<file path="config.mk">
export PLATFORM = sky130hd
export DESIGN_NAME = fifo_fwft_prog
export DESIGN_NICKNAME = d
export VERILOG_FILES = /design/src/rtl/fifo_pkg.sv /design/src/rtl/fifo_ram.sv /design/src/rtl/fifo_fwft_prog.sv
export SDC_FILE = /design/constraint.sdc
export NUM_CORES = 1
export LEC_CHECK = 0
export ABC_CLOCK_PERIOD_IN_PS = 4600
export BUFFER_PORTS_ARGS = -buffer_cell sky130_fd_sc_hd__buf_2
export CAP_MARGIN = 40
export CORE_MARGIN = 3
export CORE_UTILIZATION = 50
export DETAILED_ROUTE_END_ITERATION = 8
export PLACE_DENSITY = 0.78
export SLEW_MARGIN = 10
export SYNTH_ARGS = -nofsm -noshare
export SYNTH_HDL_FRONTEND = slang
export SYNTH_SLANG_ARGS = --single-unit
</file>
<file path="constraint.sdc">
create_clock -name clk -period 4.6 [get_ports clk]
set_input_delay 0.46 -clock clk [delete_from_list [all_inputs] [get_ports clk]]
set_output_delay 0.46 -clock clk [all_outputs]
set_load 0.05 [all_outputs]
</file>
<file path="src/rtl/fifo_pkg.sv">
// Shared sizing helpers and default parameter values for the FWFT FIFO.
package fifo_pkg;

    localparam int unsigned DEF_DATA_WIDTH = 8;
    localparam int unsigned DEF_FIFO_DEPTH = 8;
    localparam int unsigned DEF_AEMPTY_TH  = 1;

    // Address width for a memory of 'depth' entries (at least one bit).
    function automatic int unsigned ptr_width(input int unsigned depth);
        return (depth > 1) ? $clog2(depth) : 1;
    endfunction

    // Width able to hold every occupancy value 0..depth.
    function automatic int unsigned cnt_width(input int unsigned depth);
        return $clog2(depth + 1);
    endfunction

endpackage

</file>
<file path="src/rtl/fifo_ram.sv">
// Simple dual-port 1W1R memory with a registered read port; contents are not reset.
module fifo_ram
    import fifo_pkg::*;
#(
    parameter int unsigned DATA_WIDTH = DEF_DATA_WIDTH,
    parameter int unsigned DEPTH      = DEF_FIFO_DEPTH
) (
    input  logic                         clk,
    input  logic                         wen,
    input  logic [ptr_width(DEPTH)-1:0]  waddr,
    input  logic [DATA_WIDTH-1:0]        wdata,
    input  logic                         ren,
    input  logic [ptr_width(DEPTH)-1:0]  raddr,
    output logic [DATA_WIDTH-1:0]        rdata
);

    logic [DATA_WIDTH-1:0] mem [DEPTH];

    // Read-during-write to the same address returns the old contents.
    always_ff @(posedge clk) begin
        if (wen) begin
            mem[waddr] <= wdata;
        end
        if (ren) begin
            rdata <= mem[raddr];
        end
    end

endmodule

</file>
<file path="src/rtl/fifo_fwft_prog.sv">
// First-word-fall-through FIFO with programmable almost-empty/almost-full flags.
// Optional sticky overflow/underflow flags are enabled with `define FIFO_FWFT_ERR_EN.
module fifo_fwft_prog
    import fifo_pkg::*;
#(
    parameter int unsigned DATA_WIDTH = DEF_DATA_WIDTH,
    parameter int unsigned FIFO_DEPTH = DEF_FIFO_DEPTH,
    parameter int unsigned AEMPTY_TH  = DEF_AEMPTY_TH,
    parameter int unsigned AFULL_TH   = FIFO_DEPTH - 1
) (
    input  logic                                clk,
    input  logic                                rst,
    input  logic                                wen_i,
    input  logic [DATA_WIDTH-1:0]               wdata_i,
    output logic                                full_o,
    output logic                                afull_o,
    input  logic                                ren_i,
    output logic [DATA_WIDTH-1:0]               rdata_o,
    output logic                                empty_o,
    output logic                                aempty_o,
    output logic [cnt_width(FIFO_DEPTH)-1:0]    count_o,
    output logic                                ovf_o,
    output logic                                udf_o,
    input  logic                                err_clr_i
);

    localparam int unsigned PW = ptr_width(FIFO_DEPTH);
    localparam int unsigned CW = cnt_width(FIFO_DEPTH);
    localparam logic [CW-1:0] DEPTH_C = CW'(FIFO_DEPTH);

    logic [PW-1:0]         wptr;
    logic [PW-1:0]         rptr;
    logic [PW-1:0]         rptr_nxt;
    logic [CW-1:0]         mem_cnt;
    logic [CW-1:0]         mem_cnt_nxt;
    logic [CW-1:0]         count_nxt;
    logic                  wr_acc;
    logic                  rd_acc;
    logic                  load;
    logic                  byp_sel;
    logic [DATA_WIDTH-1:0] byp_data;
    logic [DATA_WIDTH-1:0] ram_rdata;
    logic [DATA_WIDTH-1:0] head_word;

    function automatic logic [PW-1:0] next_ptr(input logic [PW-1:0] p);
        return (p == PW'(FIFO_DEPTH - 1)) ? '0 : p + PW'(1);
    endfunction

    // mem_cnt counts words still in memory; the output register holds the head.
    always_comb begin
        wr_acc      = wen_i && !full_o;
        rd_acc      = ren_i && !empty_o;
        load        = (empty_o || rd_acc) && (mem_cnt != '0);
        rptr_nxt    = load ? next_ptr(rptr) : rptr;
        mem_cnt_nxt = mem_cnt + CW'(wr_acc) - CW'(load);
        count_nxt   = count_o + CW'(wr_acc) - CW'(rd_acc);
        head_word   = byp_sel ? byp_data : ram_rdata;
    end

    // The memory always prefetches the next head; a word written to that
    // address on the same edge is taken from the bypass register instead.
    fifo_ram #(
        .DATA_WIDTH (DATA_WIDTH),
        .DEPTH      (FIFO_DEPTH)
    ) u_ram (
        .clk   (clk),
        .wen   (wr_acc),
        .waddr (wptr),
        .wdata (wdata_i),
        .ren   (1'b1),
        .raddr (rptr_nxt),
        .rdata (ram_rdata)
    );

    always_ff @(posedge clk or posedge rst) begin
        if (rst) begin
            wptr     <= '0;
            rptr     <= '0;
            mem_cnt  <= '0;
            count_o  <= '0;
            empty_o  <= 1'b1;
            aempty_o <= 1'b1;
            full_o   <= 1'b0;
            afull_o  <= 1'b0;
            rdata_o  <= '0;
            byp_sel  <= 1'b0;
            byp_data <= '0;
        end else begin
            if (wr_acc) begin
                wptr     <= next_ptr(wptr);
                byp_data <= wdata_i;
            end
            byp_sel  <= wr_acc && (wptr == rptr_nxt);
            rptr     <= rptr_nxt;
            mem_cnt  <= mem_cnt_nxt;
            count_o  <= count_nxt;
            if (load) begin
                rdata_o <= head_word;
                empty_o <= 1'b0;
            end else if (rd_acc) begin
                empty_o <= 1'b1;
            end
            full_o   <= (count_nxt == DEPTH_C);
            afull_o  <= (32'(count_nxt) >= AFULL_TH);
            aempty_o <= (32'(count_nxt) <= AEMPTY_TH);
        end
    end

`ifdef FIFO_FWFT_ERR_EN
    // Sticky error flags; a new error on the clearing cycle keeps the flag set.
    always_ff @(posedge clk or posedge rst) begin
        if (rst) begin
            ovf_o <= 1'b0;
            udf_o <= 1'b0;
        end else begin
            if (wen_i && full_o) begin
                ovf_o <= 1'b1;
            end else if (err_clr_i) begin
                ovf_o <= 1'b0;
            end
            if (ren_i && empty_o) begin
                udf_o <= 1'b1;
            end else if (err_clr_i) begin
                udf_o <= 1'b0;
            end
        end
    end
`else
    logic unused_err_clr;
    assign unused_err_clr = err_clr_i;
    assign ovf_o = 1'b0;
    assign udf_o = 1'b0;
`endif

endmodule
</file>
# After elaboration in Yosys (flattened, before gate mapping)
# Memories as Yosys holds them, arrays and structs flattened. A register that Yosys moved wholly into a read port is not among the register bits.
# Cells that the tools add are included.
[classes]
n_addsub = 6
magnitude_cmp = 2
eq_ne = 4
n_mux = 8
reduce_logical = 9
[ops]
columns = ["op", "count"]
rows = [
  ["$mux W3", 3],
  ["$add A4 B1 Y4", 2],
  ["$mux W8", 1],
  ["$sub A4 B1 Y4", 2],
  ["$add A3 B1 Y3 const B", 2],
  ["$eq A3 B3 Y1 const B", 2],
  ["$eq A4 B4 Y1 const B", 1],
  ["$ge A4 B3 Y1 const B", 1],
  ["$le A4 B1 Y1 const B", 1],
  ["$logic_and A1 B1 Y1", 4],
  ["$mux W1", 4],
  ["$reduce_bool A4 Y1", 1],
  ["$eq A3 B3 Y1", 1],
  ["$logic_not A1 Y1", 2],
  ["$reduce_bool A2 Y1", 1],
  ["$logic_or A1 B1 Y1", 1],
]
[totals]
register_bits = 35
mem_bits_rw = 64
inputBits = 13
out_inout_bits = 18
elab_cells = 41
mem_count = 1
[mem_list]
columns = ["memory", "words", "width", "read_ports", "rd_clocked_by_memory_dff", "wr", "line", "source"]
rows = [
  ["u_ram.mem", 8, 8, 1, 1, 1, "fifo_ram.sv:17", "logic [DATA_WIDTH-1:0] mem [DEPTH];"],
]

# Depth between registers and ports, before layout
[logic_depth]
ltp_word = 7
ltp_mapped = 11
depth_no_buf = 11

# Modules after synthesis
# Synthesis repeated with hierarchy kept, for this count alone.
[hier_totals]
cells_unflattened = 269
area_unflattened_um2 = 4436.8
[by_module_without_submodules]
columns = ["mod", "n_inst", "cells_per_inst", "area_per_inst_um2", "seq_area_each_um2"]
rows = [
  ["fifo_ram", 1, 114, 2771.4, 2162.1],
  ["fifo_fwft_prog", 1, 155, 1665.3, 878.3],
]

# Worst setup path before layout
# OpenSTA, ideal clock, no wires.
[synth_timing]
path_kind = "flip-flop to flip-flop"
start = "register full_o"
end = "register afull_o"
setup_time_ns = 0.120
t_arrival_ns = 2.574
required_time_ns = 4.480
path_slack_ns = 1.906
path_stages_with_launch = 10
n_path_buf = 1
period_less_slack_ns = 2.694
cell_sequence = "dfrtp_1 nor2b_1 clkinv_1 clkbuf_1 ha_1 inv_1 ha_1 fa_1 xor2_1 a31o_2"
[synth_between]
elab_chain_len = 5
[synth_rtl]
columns = ["item", "line", "source"]
rows = [
  ["from (decl)", "fifo_fwft_prog.sv:15", "output logic full_o,"],
  ["from (signal assigned)", "fifo_fwft_prog.sv:103", "full_o <= (count_nxt == DEPTH_C);"],
  ["$logic_not A1 Y1", "fifo_fwft_prog.sv:51", "wr_acc = wen_i && !full_o;"],
  ["$logic_and A1 B1 Y1", "fifo_fwft_prog.sv:51", ""],
  ["$add A4 B1 Y4", "fifo_fwft_prog.sv:56", "count_nxt = count_o + CW'(wr_acc) - CW'(rd_acc);"],
  ["$sub A4 B1 Y4", "fifo_fwft_prog.sv:56", ""],
  ["via count_nxt[2]", "fifo_fwft_prog.sv:36", "logic [CW-1:0] count_nxt;"],
  ["$ge A4 B3 Y1", "fifo_fwft_prog.sv:104", "afull_o <= (32'(count_nxt) >= AFULL_TH);"],
  ["to (signal assigned)", "fifo_fwft_prog.sv:104", ""],
  ["to (decl)", "fifo_fwft_prog.sv:16", "output logic afull_o,"],
]
# The timed path passes the listed nets, and every way through them passes these cells.
# A chain may end at the register's enable or synchronous reset.

# Worst setup path in the final report
[layout_timing]
start = "register mem_cnt[2]"
end = "register u_ram.rdata[6], read port of u_ram.mem"
[layout_between]
elab_chain_len = 3
[layout_rtl]
columns = ["item", "line", "source"]
rows = [
  ["from (decl)", "fifo_fwft_prog.sv:34", "logic [CW-1:0] mem_cnt;"],
  ["from (signal assigned)", "fifo_fwft_prog.sv:95", "mem_cnt <= mem_cnt_nxt;"],
  ["$reduce_bool A4 Y1", "fifo_fwft_prog.sv:53", "load = (empty_o || rd_acc) && (mem_cnt != '0);"],
  ["$logic_and A1 B1 Y1", "fifo_fwft_prog.sv:53", ""],
  ["$mux W3", "fifo_fwft_prog.sv:54", "rptr_nxt = load ? next_ptr(rptr) : rptr;"],
  ["to (decl)", "fifo_ram.sv:14", "output logic [DATA_WIDTH-1:0] rdata"],
]
# No other way between the ends.

==> results.md <==
- Worst EP required: 4.92 ns
- Post-synth ARST share: 32.7%
- Routed wire per std cell: 16.2 um
- Final worst-path cycle share: 59.1%
- Port Buf Inserts: 27
- Synthesized instance count: 321
- Grt total ovfl: 0
- Register area share after synthesis: 66.7%
- M1 WL: 3.50 mm
- PwrDens: 714 nW/um^2
- Max Freq: 368 MHz
- Worst Tran Pin Value: 0.811 ns
- Metal3 WL: 332 um
- Top layer reached by signal wires: met4
- Number of DRC markers in iteration 0: 119
- Min Tclk post-route: 2.72 ns
- CTS Buf Count: 9
- Synth Cell Area: 4440 um^2
- VDD IR-drop max: 280 uV
- CP max FO: 21
- Reg clk slew, reported paths: 0.11 ns
- GRT Util Overall: 16.3%
- Cts hold-fix bufs: 0
- Synth Flop Type: edfxtp_1
- Maximum number of pins on one net before global-route repair: 36
- Number of H-tree levels: 3
- Static leakage: 0.00198 uW
- RSZ-0062 raised after global routing: no
- Root Buffer: clkbuf_8
- Router iterations before antenna repair: 5
- HP Class: in2async
- Largest area contributor in the netlist: edfxtp_1
- Fin util: 58.2%
- Most frequent cell after synthesis: edfxtp_1
- Row cnt: 33
- Die area: 10000 um^2
- Setup CP Type: reg2reg
- Worst-Skew Late Latency: 0.38 ns
- Final Hold Vio Count: 0
- Slew headroom: 45.7%
- Max-Cap Viols: 0
- DR WL met2: 3.61 mm
- Area share of the largest cell type after synthesis: 43.3%
- Via/cell ratio: 5.29
- Post-DRT Antenna Nets: 0
- Data arrival, critical path: 3.04 ns
- CTS tree: built
- Final WL: 7.54 mm
- Post-CTS Resized: 0
- Drc violations: 0
- Setup bufs post-CTS: 0
- Die H: 100 um
- Detailed placement HPWL: 5.30 mm
- Antenna Cells: 0
- Max clock buf depth: 2
- Worst clock skew: 0.0115 ns
- Slew Limit Fails: 0
- Final setup vio count: 0
- Setup TNS: 0 ns
- Gpl congestion: 0.735
- Post-Syn Area per Cell: 13.8 um^2
- CP Capture Type: flip-flop
- Number of synthesized register bits: 107
- Fin Hold WS: 0.164 ns
- Yosys Warn Count: 0
- Die width: 100 um
- EDFF count, synth: 64
- Initial antenna violation count: 0
- Share of cells above drive strength 1: 19.1%
- CTS sink cnt: 107
- Core Region: 8420 um^2
- # IOs: 31
- Synth top cells by count: edfxtp_1, nand2_1, dfrtp_1, mux2i_1, ha_1
- Vias in the first global route: 2566
- CP startpoint kind: flip-flop
- First-pass GRT wire length: 12.6 mm
- Final net count: 384
- Synthesis-to-layout area growth: 10.5%
- Status: finished clean
- Vias: 2464
- Netlist cell types: 44
- Initial core utilization: 52.7%
- Area contributors post-synth: edfxtp_1, dfrtp_1, mux2i_1, nand2_1, ha_1
cells in the final DEF (no fill, tap or decap), types with 4 or more instances in the layout:
cell type  synthesis  final
a311oi_1           6      6
buf_2              0     29
buf_4              3      6
clkbuf_8           0      9
dfrtp_1           33     33
dfxtp_1            8      8
edfxtp_1          64     64
ha_1              13     13
inv_1             12     12
mux2i_1           25     25
nand2_1           57     57
nor2_1             4      4
nor2b_1            4      4
nor3_1            12     12
o21ai_0            8      8
o22a_1             6      6
o22ai_1            7      7
xnor2_1            7      7
worst max-delay path, stage by stage (launching register included):
cell and delay, ns:
dfrtp_1 0.34, inv_1 0.05, ha_1 0.19, nor3b_2 0.17, or2_4 0.35, inv_4 0.15, mux2i_4 0.57, nand2_1 0.34
o22ai_1 0.32, o22a_1 0.16
layer usage:
layer | vias up | GRT usage [%]
li1 | 1216 | -
met4 | 0 | 4.97
met3 | 6 | 3.96
met5 | - | 0
met1 | 1190 | 22.2
met2 | 52 | 26.2
through the flow:
| step | worst slack, ns | power, uW | std cells | cell area [um^2] |
|---|---|---|---|---|
| final | 1.88 | 3500 | 466 | 4900 |
| after global routing | 1.72 | 3710 | 466 | 4900 |
| after CTS | 1.89 | 3520 | 466 | 4900 |
| after detailed placement | 1.90 | 2950 | 450 | 4700 |
| after global placement | 1.75 | 2860 | 447 | 4660 |
| after floorplan | 1.91 | 2620 | 322 | 4440 |
final timing paths:
check / cells after the start / start / endpoint / slack, ns
setup / recovery: 9 / mem_cnt[2] / u_ram.rdata[6] / 1.88
hold / removal: 3 / rst / rdata_o[6] / 0.16
setup reg to reg: 9 / mem_cnt[2] / u_ram.rdata[6] / 1.88
hold reg to reg: 2 / rdata_o[0] / rdata_o[0] / 0.48
max in group asynchronous: 3 / rst / aempty_o / 4.08
min in group clk: 3 / wdata_i[0] / byp_data[0] / 0.37
flip-flops by register name, indices dropped and copies added, names as in the netlist, 3 cells and up:
| register | count |
|---|---|
| byp_data | 8 |
| rptr | 3 |
| wptr | 3 |
| u_ram.rdata | 8 |
| u_ram.mem | 64 |
| count_o | 4 |
| mem_cnt | 4 |
| rdata_o | 8 |
final cells by class:
| class | count | area [um^2] |
|---|---|---|
| fill | 675 | 3520 |
| sequential | 107 | 2960 |
| multi-input combinational | 185 | 1320 |
| timing repair buffer | 36 | 218 |
| tap | 105 | 131 |
| clock buffer | 9 | 124 |
| clock inverter | 7 | 77.6 |
| inverter | 17 | 66.3 |
cells by family after synthesis:
family	share of synthesized area, %
flip-flops	66.7
AND/OR/NAND/NOR	9.05
AO/OA/AOI/OAI	6.35
multiplexers	7.92
buffers and inverters	3.52
adder cells (fa/ha/maj)	4.57
XOR/XNOR	1.78
other	0.0845
power breakdown:
group	leakage [uW]	internal, uW	switching [uW]
logic	0.000813	583	937
clock network	0.0000983	216	353
registers	0.00107	1270	141
No activity file was read; power rests on OpenSTA's default activity.
